[src/rtl/pwm_pkg.sv]
// ============================================================================
// pwm_pkg
// Shared constants, channel-mode encoding and per-channel output helpers
// for the 16-channel PWM peripheral.
// Revision: 1.0 - initial release
// ============================================================================
`default_nettype none

package pwm_pkg;

  localparam int         PRESCALE_DEFAULT = 13;
  localparam int         CNT_W_DEFAULT    = 8;
  localparam logic [7:0] DUTY_FULL        = 8'hFF;
  localparam int         NUM_CH           = 16;

  typedef enum logic [1:0] {
    CH_OFF = 2'd0,
    CH_ON  = 2'd1,
    CH_PWM = 2'd2
  } ch_mode_e;

  function automatic ch_mode_e ch_mode(input logic en_out, input logic en_pwm);
    ch_mode_e m;
    if (!en_out) begin
      m = CH_OFF;
    end else if (!en_pwm) begin
      m = CH_ON;
    end else begin
      m = CH_PWM;
    end
    return m;
  endfunction

  function automatic logic ch_level(input ch_mode_e mode, input logic pwm_level);
    logic v;
    case (mode)
      CH_ON:   v = 1'b1;
      CH_PWM:  v = pwm_level;
      default: v = 1'b0;
    endcase
    return v;
  endfunction

endpackage

`default_nettype wire

[src/rtl/pwm_prescaler.sv]
// ============================================================================
// pwm_prescaler
// Free-running divider: counts 0..PRESCALE-1 and raises tick on the last count.
// Revision: 1.0 - initial release
// ============================================================================
`default_nettype none

module pwm_prescaler
  import pwm_pkg::*;
#(
  parameter int PRESCALE = PRESCALE_DEFAULT
) (
  input  logic clk,
  input  logic rst,
  output logic tick
);

  localparam int               c_W    = (PRESCALE > 1) ? $clog2(PRESCALE) : 1;
  localparam logic [c_W-1:0]   c_LAST = c_W'(PRESCALE - 1);

  logic [c_W-1:0] r_cnt;
  logic           w_last;

  assign w_last = (r_cnt == c_LAST);

  always_ff @(posedge clk) begin
    if (rst) begin
      r_cnt <= '0;
    end else if (w_last) begin
      r_cnt <= '0;
    end else begin
      r_cnt <= r_cnt + c_W'(1);
    end
  end

  assign tick = w_last;

endmodule

`default_nettype wire

[src/rtl/pwm_peripheral.sv]
// ============================================================================
// pwm_peripheral
// 16-channel PWM output stage sharing one period counter and one duty code.
// Optional macro PWM_DUTY_SHADOW_EN latches the duty at each period wrap.
// Revision: 1.0 - initial release
// ============================================================================
`default_nettype none

module pwm_peripheral
  import pwm_pkg::*;
#(
  parameter int PRESCALE = PRESCALE_DEFAULT,
  parameter int CNT_W    = CNT_W_DEFAULT
) (
  input  logic              clk,
  input  logic              rst,
  input  logic [NUM_CH-1:0] en_reg_out,
  input  logic [NUM_CH-1:0] en_reg_pwm,
  input  logic [CNT_W-1:0]  pwm_duty,
  output logic [NUM_CH-1:0] out,
  output logic              pwm_sync
);

  localparam logic [CNT_W-1:0] c_CNT_MAX   = {CNT_W{1'b1}};
  localparam logic [CNT_W-1:0] c_DUTY_FULL = {CNT_W{1'b1}};

  logic              w_tick;
  logic              w_wrap;
  logic [CNT_W-1:0]  r_period;
  logic              r_sync;
  logic [CNT_W-1:0]  w_duty;
  logic              w_level;
  logic [NUM_CH-1:0] w_next;
  logic [NUM_CH-1:0] r_out;

  pwm_prescaler #(
    .PRESCALE (PRESCALE)
  ) u_prescaler (
    .clk  (clk),
    .rst  (rst),
    .tick (w_tick)
  );

  assign w_wrap = w_tick && (r_period == c_CNT_MAX);

  always_ff @(posedge clk) begin
    if (rst) begin
      r_period <= '0;
      r_sync   <= 1'b0;
    end else begin
      if (w_tick) begin
        r_period <= r_period + CNT_W'(1);
      end
      r_sync <= w_wrap;
    end
  end

`ifdef PWM_DUTY_SHADOW_EN
  logic [CNT_W-1:0] r_duty_sh;

  always_ff @(posedge clk) begin
    if (rst) begin
      r_duty_sh <= '0;
    end else if (w_wrap) begin
      r_duty_sh <= pwm_duty;
    end
  end

  assign w_duty = r_duty_sh;
`else
  assign w_duty = pwm_duty;
`endif

  // Full-scale duty must also cover the last count, which counter < duty misses.
  assign w_level = (w_duty == c_DUTY_FULL) ? 1'b1 : (r_period < w_duty);

  generate
    for (genvar i = 0; i < NUM_CH; i++) begin : g_ch
      assign w_next[i] = ch_level(ch_mode(en_reg_out[i], en_reg_pwm[i]), w_level);
    end
  endgenerate

  always_ff @(posedge clk) begin
    if (rst) begin
      r_out <= '0;
    end else begin
      r_out <= w_next;
    end
  end

  assign out      = r_out;
  assign pwm_sync = r_sync;

endmodule

`default_nettype wire

[config.mk]
export PLATFORM = sky130hd
export DESIGN_NAME = pwm_peripheral
export DESIGN_NICKNAME = d
export VERILOG_FILES = /design/src/rtl/pwm_pkg.sv /design/src/rtl/pwm_prescaler.sv /design/src/rtl/pwm_peripheral.sv
export SDC_FILE = /design/constraint.sdc
export NUM_CORES = 1
export LEC_CHECK = 0
export ABC_AREA = 1
export CAP_MARGIN = 20
export CORE_MARGIN = 2
export CORE_UTILIZATION = 43
export CTS_CLUSTER_DIAMETER = 200
export DETAILED_ROUTE_END_ITERATION = 16
export PLACE_DENSITY = 0.79
export SYNTH_ARGS = -nofsm -noshare
export SYNTH_HDL_FRONTEND = slang
export SYNTH_HIERARCHICAL = 1
export SYNTH_SLANG_ARGS = --single-unit
export TNS_END_PERCENT = 5
[constraint.sdc]
create_clock -name clk -period 1.6 [get_ports clk]
set_input_delay 0.4 -clock clk [delete_from_list [all_inputs] [get_ports clk]]
set_output_delay 0.4 -clock clk [all_outputs]
set_load 0.05 [all_outputs]
==> metrics.md, run 1 <==
| Metric | Value |
|---|---|
| Die Y | `approximately 64 um` |
| Ys Warns | `6` |
| CTS Buffer Depth | `2` |
| Setup_tns | `0 ns` |
| Placed Cells | `315` |
| Mux cell area share after synthesis | `0%` |
| Crit start category | `input port` |
| Sequential share of the synthesized area | `a little under two fifths` |
| # IOs | `around 60` |
| Worst Path Required | `1.84 ns` |
| Simple-Gate Fraction of Synth Area | `~33%` |
| Max-slew violation count | `0` |
| Hold Slack | `about 0.52 ns` |
| Crit-path max cell delay | `~0.47 ns` |
| Most common cell after layout, fill and taps aside | `inv_1` |
| Initial Util | `between 40% and 50%` |
| Routed WL | `~3.5 mm` |
| Status | `finished, final reports clean` |
| Count of different cell masters after synthesis | `29` |
| Total die area | `4040 um2` |
| Slew HR | `between 80% and 90%` |
| HPWL after DPL | `about 2.5 mm` |
| Clock-pin slew on the worst setup and hold paths | `about 0.09 ns` |
| Worst path most repeated cell | `nand2_2` |
| Final Skew | `~0.0071 ns` |
| Initial drt markers | `40` |
| Total number of vias | `about 1,500` |
| Final hold vios | `0` |
| Crit-path max FO | `8` |
| Remaining global-route overflow | `0` |
| Ant diodes | `0` |
| Xor and xnor area share after synthesis | `less than 1%` |
| Worst min-delay path class | `reg -> reg` |
| Pre-CTS setup slack | `-0.454 ns` |
| Final net count | `331` |
| Initial antenna violation count | `0` |
| Largest family of logic cells by synthesized area | `simple AND/OR/NAND/NOR gates` |
| H-tree levels | `2` |
| Vias in the first global route | `between 1,000 and 1,500` |
| Largest net degree at the start of global routing | `19` |
| Post-Syn Nets | `259` |
| Period utilisation layout | `between 90% and 100%` |
| ANT nets after route | `0` |
| Crit path DAT | `~1.8 ns` |
| Drt via density | `between 4 and 5` |
| Cell Area, Placed | `between 2000 and 2500 um2` |
| Drt drc | `0` |
| Skew-Pair Late Insertion Delay | `around 0.33 ns` |
| Footprint of the multi-input gates | `793 um2` |
| # port buffers | `a little under 60` |
| GP Congestion | `between 0.7 and 0.8` |
| Slowest cell on crit path | `clkdlybuf4s50_1` |
| Hold_sp | `r_period[7]` |
| Design Area, Final | `roughly 2500 um2` |
| Pwr/cell area | `640 nW/um2` |
| Inserted Clock Buffers | `5` |
| Worst R2R Start | `u_prescaler/r_cnt[0]` |
| CP Capture Type | `flop` |
| Min Tclk post-route | `1.59 ns` |
| Clock root buffer | `clkbuf_4` |
| Cell Count, Final, Fillers Out | `~330` |
| First-pass GRT wire length | `approximately 5.8 mm` |
| Crit-path cells | `clkdlybuf4s50_1, inv_2, ha_1, nand2_1, nor2_4, nand2_2, nand2_4, nand3_2, nand2_2, inv_1` |
| Synth Area in Compound Gates | `under 10%` |
| Area Growth Syn to Fin | `63.0%` |
| CTS tree | `built` |
| Worst-margin pin slew | `approximately 0.19 ns` |
| Pleak | `1.23 nW` |
| Max VDD drop | `~0.00041 V` |
| Setup-failing EPs final | `0` |
| # rows | `21` |
| DRT Pass-1 Iters | `4` |
| Number of synthesized register bits | `29` |
| Sequential cell area | `between 500 and 600 um2` |
| Cell Area, Synth | `approximately 1500 um2` |
| Gr usage total | `a little under a fifth` |
| CP Class | `in -> reg` |
| Setup ws final | `between 0.01 and 0.015 ns` |
| # Max-Cap Violations | `0` |
| Clock Sinks | `29` |
| Synth Area in Adders | `between 8 and 9%` |
| Core Area | `about 3400 um2` |
| Mean post-synth cell area | `between 7 and 8 um2` |
| CP startpoint | `pwm_duty[4]` |
| Most frequent cells in the layout | `inv_1 (51), clkdlybuf4s50_1 (36), nand2_1 (32)` |
| Post-synthesis cell count | `~210` |
| Share of cells above drive strength 1 | `roughly 26%` |
| Avg WL per Cell | `about 11 um` |
| Peak Freq | `between 0.6 and 0.7 GHz` |
| Fill count | `276` |
| Die Span X | `approximately 64 um` |
## critical path: cells and delay by family
kind / cells / cell delay, ns
buffers and inverters: 3 / 0.55
adders and majority gates: 1 / 0.29
and+or+nand+nor: 6 / 0.57
## logic make-up after synthesis
family	count (synthesis)
AOI/OAI and AO/OA	12
xor gates and xnor gates	1
adders and majority gates	10
buffers and inverters	59
DFF	29
and+or+nand+nor	96
## routing by layer
metal	GRT usage [%]	up-vias	part of all wire, %
li1	-	767	-
met1	18.8	635	38
met2	33.7	40	53
met3	6.43	8	6.4
met4	8.97	0	2.0
met5	0	-	0
## repair_timing
action / in CTS / in global routing
gates resized for setup: 14 / 11
hold buffers: 0 / 0
setup buffers: 0 / 2
pin swaps: 7 / 7
endpoints found under the setup margin: 16 / 19
gates cloned: 1 / 0
## Yosys cell counts (all sizes together)
library cell	number	share of area, %
clkbuf	1	0.25
o21ai	3	0.98
xnor2	1	0.57
buf	3	2.0
a21oi	7	2.3
nand2	40	11
dfxtp	29	38
nor2	28	7.4
o21a	1	0.49
nor3	3	2.0
nand3	20	10
and3	1	0.41
inv	55	14
nand4	2	1.2
a31oi	1	0.41
ha	10	8.2
nor3b	2	1.3
## final timing paths
check	to	cells past startpoint	slack (ns)
worst min-delay path	r_period[7]	2	0.52
worst max register to register	r_period[7]	11	0.12
worst min register to register	r_period[7]	2	0.52
worst max-delay path	out[7]	10	0.01
## sequential cells by signal, summed over array words and instances (netlist names)
register	flops
pwm_sync	1
u_prescaler/r_cnt	4
out	16
r_period	8
## power by group
| part | total [mW] | switching (mW) | leakage [nW] | internal (mW) |
|---|---|---|---|---|
| logic | 0.374 | 0.171 | 0.962 | 0.203 |
| clock network | 0.451 | 0.244 | 0.0314 | 0.207 |
| registers | 0.769 | 0.0185 | 0.239 | 0.751 |
| total | 1.59 | 0.433 | 1.23 | 1.16 |
## stage by stage
step	total power, mW	util (%)
floorplan	0.930	-
global placement	1.14	69.4
detailed placement	1.15	69.4
CTS	1.60	72.4
global route	1.68	74.0
finish	1.59	74.0
## layout make-up
cell class              count  area share, %
clock buffers               7           2.21
inverters                  55           8.30
multi-input cells         120           31.9
flip-flops and latches     29           23.4
well taps                  46           2.31
repair buffers             68           31.9
Note: power is estimated with default switching activity, not from simulation.
==> inputs of run 2 (changes only) <==
--- a/config.mk
+++ b/config.mk
@@ -8,10 +8,10 @@
 export ABC_AREA = 1
 export CAP_MARGIN = 20
 export CORE_MARGIN = 2
-export CORE_UTILIZATION = 43
+export CORE_UTILIZATION = 39
 export CTS_CLUSTER_DIAMETER = 200
 export DETAILED_ROUTE_END_ITERATION = 16
-export PLACE_DENSITY = 0.79
+export PLACE_DENSITY = 0.75
 export SYNTH_ARGS = -nofsm -noshare
 export SYNTH_HDL_FRONTEND = slang
 export SYNTH_HIERARCHICAL = 1
==> constraint.sdc (replaced) <==
create_clock -name clk -period 1.31 [get_ports clk]
set_input_delay 0.3275 -clock clk [delete_from_list [all_inputs] [get_ports clk]]
set_output_delay 0.3275 -clock clk [all_outputs]
set_load 0.05 [all_outputs]
==> metrics.md, run 2 (same netlist as run 1, synthesis figures left out) <==
| Metric | Value |
|---|---|
| Setup-failing EPs final | `20` |
| DRT Pass-1 Iters | `4` |
| Inserted Clock Buffers | `5` |
| Most frequent cells in the layout | `inv_1 (48), clkdlybuf4s50_1 (34), nand2_1 (31)` |
| Worst-margin pin slew | `~0.24 ns` |
| Reg power frac | `between 40% and 50%` |
| Worst Path Required | `approximately 1.5 ns` |
| H-tree levels | `2` |
| # rows | `22` |
| Fill count | `about 280` |
| Clock root buffer | `clkbuf_8` |
| CTS Buffer Depth | `2` |
| Final hold vios | `0` |
| Peak Freq | `~0.65 GHz` |
| Gate power share | `22.8%` |
| Total die area | `approximately 4400 um2` |
| CP Class | `reg -> reg` |
| Cell Count, Final, Fillers Out | `about 340` |
| Drt drc | `0` |
| Crit-path max FO | `3` |
| Vias in the first global route | `approximately 1,600` |
| Avg WL per Cell | `about 13 um` |
| Drt via density | `around 4.5` |
| # IOs | `59` |
| Skew-Pair Late Insertion Delay | `0.28 ns` |
| Design Area, Final | `around 2800 um2` |
| Gr usage total | `about a fifth` |
| Cell Area, Placed | `roughly 2500 um2` |
| Final Skew | `0.00348 ns` |
| Remaining global-route overflow | `0` |
| Die Y | `66.6 um` |
| Pleak | `between 1 and 1.5 nW` |
| Initial Util | `41.1%` |
| Initial antenna violation count | `0` |
| Die Span X | `66.6 um` |
| Failing checks | `setup timing` |
| Min Tclk post-route | `between 1.5 and 2 ns` |
| # Max-Cap Violations | `0` |
| Setup ws final | `-0.229 ns` |
| Final net count | `about 340` |
| Max reg flops | `16` |
| ANT nets after route | `0` |
| Most common cell after layout, fill and taps aside | `inv_1` |
| Placed Cells | `approximately 330` |
| Pwr/cell area | `between 700 and 800 nW/um2` |
| Worst min-delay path class | `reg -> reg` |
| RSZ-0062 raised after global routing | `true` |
| Total number of vias | `between 1,500 and 2,000` |
| Switching pwr | `roughly 0.55 mW` |
| Area Growth Syn to Fin | `80.2%` |
| Final core occ | `between 70% and 80%` |
| Hold Slack | `0.530 ns` |
| Internal Power | `approximately 1.6 mW` |
| Clock-pin slew on the worst setup and hold paths | `approximately 0.060 ns` |
| Clock group share of total power | `~33%` |
| Core Area | `3720 um2` |
| Largest net degree at the start of global routing | `19` |
| Period utilisation layout | `117%` |
| Max VDD drop | `approximately 0.00047 V` |
| Max-slew violation count | `0` |
| First-pass GRT wire length | `approximately 6.7 mm` |
| Clock Sinks | `29` |
| HPWL after DPL | `roughly 2.7 mm` |
| Setup_tns | `-1.62 ns` |
| CP Capture Type | `flop` |
| Ant diodes | `0` |
| Status | `complete, but fails checks` |
| # port buffers | `between 50 and 60` |
| CTS tree | `built` |
| Share of cells above drive strength 1 | `about a third` |
| Crit start category | `flop` |
| GP Congestion | `approximately 0.7` |
| Initial drt markers | `65` |
| R2R Setup Slk | `-0.23 ns` |
| Crit path DAT | `~1.7 ns` |
| Slew HR | `84.2%` |
| Net Sw Frac | `25.7%` |
| Routed WL | `around 4.3 mm` |
==> run 2: cell count changes in the layout (fill, tap and decap cells not counted), moves of 4 or more <==
cell,delta
buf_12,+4
ha_1,-4
buf_4,+6
ha_4,+4
clkbuf_4,-5
clkbuf_8,+5
==> run 2: power groups by stage <==
stage,logic [mW],clock network (mW),registers (mW)
global placement,0.463,0,0.962
floorplan,0.0911,0,1.05
CTS,0.482,0.729,0.944
finish,0.493,0.721,0.946
detailed placement,0.471,0,0.963
global route,0.532,0.775,0.949
==> run 2: worst paths after layout <==
check	from	depth (start not counted)	endpoint
worst max register to register	u_prescaler/r_cnt[1]	11	r_period[7]
worst max-delay path	u_prescaler/r_cnt[1]	11	r_period[7]
worst min register to register	u_prescaler/r_cnt[0]	2	u_prescaler/r_cnt[0]
worst min-delay path	u_prescaler/r_cnt[0]	2	u_prescaler/r_cnt[0]
==> run 2: what timing repair did <==
item / 4_1_cts / 5_1_grt
setup endpoints to repair: 20 / 22
hold buffers: 0 / 0
cloned: 1 / 0
buffers inserted: 0 / 2
gates resized for setup: 29 / 17
pin swaps: 8 / 10
==> run 2: cell type report <==
class | instances | area, um2 | share of cell area (%)
repair buffers | 78 | 918 | 33.4
multi-input cells | 120 | 895 | 32.5
flip-flops and latches | 29 | 586 | 21.3
inverters | 55 | 206 | 7.50
clock buffers | 7 | 86.3 | 3.14
well taps | 48 | 60.1 | 2.18
==> run 2: metal layers <==
metal | global-route usage [%] | routed length [um] | up-vias
met1 | 18.8 | 1580 | 677
met3 | 7.09 | 238 | 9
li1 | - | - | 783
met4 | 7.91 | 85 | 0
met2 | 39.6 | 2360 | 41
met5 | 0 | 0 | -
==> run 2: worst max-delay path: stages (launching register included) <==
cell	delay, ns
dfxtp_2	0.32
inv_2	0.06
ha_4	0.13
nand3_2	0.09
inv_2	0.11
nand2_2	0.08
nor2_4	0.13
nand2_4	0.08
nor3_4	0.20
nand3_1	0.11
nand2_1	0.08
a21oi_1	0.04
==> run 2: per-stage QoR <==
stage / total power, mW / setup WS (ns)
6_report: 2.16 / -0.229
5_1_grt: 2.26 / -0.293
4_1_cts: 2.16 / -0.134
3_5_place_dp: 1.43 / -0.627
3_3_place_gp: 1.43 / -0.599
2_1_floorplan: 1.14 / -0.0717
==> inputs of run 3 (changes only) <==
--- a/config.mk
+++ b/config.mk
@@ -9,9 +9,11 @@
 export CAP_MARGIN = 20
 export CORE_MARGIN = 2
 export CORE_UTILIZATION = 39
+export CTS_BUF_LIST = sky130_fd_sc_hd__clkbuf_16
 export CTS_CLUSTER_DIAMETER = 200
 export DETAILED_ROUTE_END_ITERATION = 16
 export PLACE_DENSITY = 0.75
+export RECOVER_POWER = 50
 export SYNTH_ARGS = -nofsm -noshare
 export SYNTH_HDL_FRONTEND = slang
 export SYNTH_HIERARCHICAL = 1
==> metrics.md, run 3 (same netlist as run 1, synthesis figures left out) <==
| Metric | Value |
|---|---|
| Peak Freq | `just over 0.7 GHz` |
| CTS Buffer Depth | `2` |
| Largest net degree at the start of global routing | `19` |
| ANT nets after route | `0` |
| Final hold vios | `0` |
| Cell Area, Placed | `2470 um2` |
| Worst-margin pin slew | `0.286 ns` |
| CP Capture Type | `flop` |
| FF-to-FF path depth | `7` |
| Cell Count, Final, Fillers Out | `339` |
| Drt via density | `between 4 and 5` |
| Footprint of the multi-input gates | `slightly above 800 um2` |
| GP Congestion | `0.720` |
| Crit-path cells | `ha_4, nand2_1, o21a_2, nand2_4, nand3_2, nand2_1, inv_1` |
| Slowest cell on crit path | `dfxtp_1` |
| Skew-Pair Late Insertion Delay | `roughly 0.27 ns` |
| Core Area | `3720 um2` |
| CP Class | `reg -> reg` |
| # Max-Cap Violations | `0` |
| Max VDD drop | `0.000498 V` |
| Failing checks | `setup timing` |
| Area Growth Syn to Fin | `67.1%` |
| Remaining global-route overflow | `0` |
| Worst min-delay path class | `reg -> reg` |
| Crit-path max cell delay | `approximately 0.33 ns` |
| Hold Crit Endpoint | `u_prescaler/r_cnt[0]` |
| Period utilisation layout | `108%` |
| Max-slew violation count | `0` |
| Inserted Clock Buffers | `5` |
| First-pass GRT wire length | `~6.4 mm` |
| Clock-pin slew on the worst setup and hold paths | `roughly 0.04 ns` |
| Slew HR | `around four fifths` |
| Worst R2R Start | `r_period[7]` |
| Gr usage total | `20.2%` |
| Clock Sinks | `29` |
| Reg-to-Reg End | `out[11]` |
| # IOs | `between 50 and 60` |
| Worst Hold Depth | `2` |
| Avg WL per Cell | `approximately 12 um` |
| CTS tree | `built` |
| Final Skew | `between 0.001 and 0.0015 ns` |
| Clock root buffer | `clkbuf_16` |
| Placed Cells | `327` |
| Die Span X | `between 60 and 70 um` |
| Sequential cell area | `between 500 and 600 um2` |
| Status | `complete, but fails checks` |
| Crit start category | `flop` |
| Min Tclk post-route | `1.41 ns` |
| Fill count | `approximately 300` |
| Initial Util | `41.1%` |
| # rows | `22` |
| Share of cells above drive strength 1 | `about 29%` |
| Hold Slack | `roughly 0.55 ns` |
| Top cell family by delay on the critical path | `simple AND/OR/NAND/NOR gates` |
| Worst Path Required | `1.47 ns` |
| Design Area, Final | `between 2000 and 3000 um2` |
| Setup ws final | `-0.104 ns` |
| Pwr/cell area | `between 900 and 1000 nW/um2` |
| Vias in the first global route | `1,503` |
| DRT Pass-1 Iters | `4` |
| Total die area | `about 4400 um2` |
| R2R Setup Slk | `-0.10 ns` |
| Final net count | `343` |
| Initial drt markers | `26` |
| Ant diodes | `0` |
| RSZ-0062 raised after global routing | `true` |
| HPWL after DPL | `~2.7 mm` |
| Crit-path max FO | `8` |
| Final core occ | `68.7%` |
| Routed WL | `between 3 and 4 mm` |
| Crit path DAT | `between 1.5 and 2 ns` |
| Setup-failing EPs final | `20` |
| Hold_sp | `u_prescaler/r_cnt[0]` |
| Pleak | `around 1.3 nW` |
| H-tree levels | `2` |
| # port buffers | `58` |
| Most common cell after layout, fill and taps aside | `inv_1` |
| Cts hold-fix bufs | `0` |
| Total number of vias | `1,478` |
| Max reg flops | `16` |
| Most frequent cells in the layout | `inv_1 (50), nand2_1 (35), clkdlybuf4s50_1 (34)` |
| CP Buf/Inv Count | `1` |
| Drt drc | `0` |
| Initial antenna violation count | `0` |
| Die Y | `66.6 um` |
| Worst path most repeated cell | `nand2_1` |
## run 3: changes by cell type in the layout (fill, tap and decap cells not counted), moves of 3 or more
cell	delta
clkbuf_16	+5
clkbuf_2	+12
dfxtp_2	-3
clkbuf_8	-6
nand2_1	+4
dfxtp_1	+3
buf_12	-12
## run 3: worst max path at each step
stage,start,to,cells after the start
after floorplan,u_prescaler/r_cnt[0],r_period[7],11
after global placement,pwm_duty[7],out[15],9
after detailed placement,pwm_duty[1],out[0],12
after CTS,u_prescaler/r_cnt[1],r_period[7],11
after global routing,u_prescaler/r_cnt[1],pwm_sync,9
final,r_period[7],out[11],7
## run 3: worst min-delay path, stage by stage (launching register included)
cell     delay (ns)
dfxtp_1        0.33
buf_4          0.13
nor2_1         0.04
## run 3: power by group
group | switching [mW] | internal (mW)
clock | 0.347 | 0.674
sequential | 0.0172 | 0.921
combinational | 0.212 | 0.210
total | 0.576 | 1.80
## run 3: layer usage
metal,up-vias,track usage (%),share of wire [%]
met5,-,0,0
met4,0,7.91,2.0
li1,785,-,-
met2,37,39.3,56
met3,8,7.77,6.2
met1,648,18.6,36
## run 3: metrics by stage
stage          setup TNS, ns  setup slack (ns)  power, mW
6_report               -1.29            -0.104       2.38
5_1_grt                -2.60            -0.213       2.49
4_1_cts                -1.32            -0.160       2.47
3_5_place_dp          -10.15            -0.627       1.43
3_3_place_gp           -9.65            -0.599       1.43
2_1_floorplan         -0.734           -0.0717       1.14
## run 3: timing repair
item                                    4_1_cts  5_1_grt
endpoints found under the setup margin       20       20
setup buffers                                 4        0
pin swaps                                    15       12
resized for setup                            22        9
cloned                                        1        0
## run 3: area by class of cell
type / count / area share, %
Clock inverter: 2 / 0.294
Sequential cell: 29 / 22.8
Clock buffer: 5 / 4.90
Inverter: 55 / 8.19
Timing Repair Buffer: 80 / 29.5
Tap cell: 48 / 2.35
Multi-Input combinational cell: 120 / 31.9
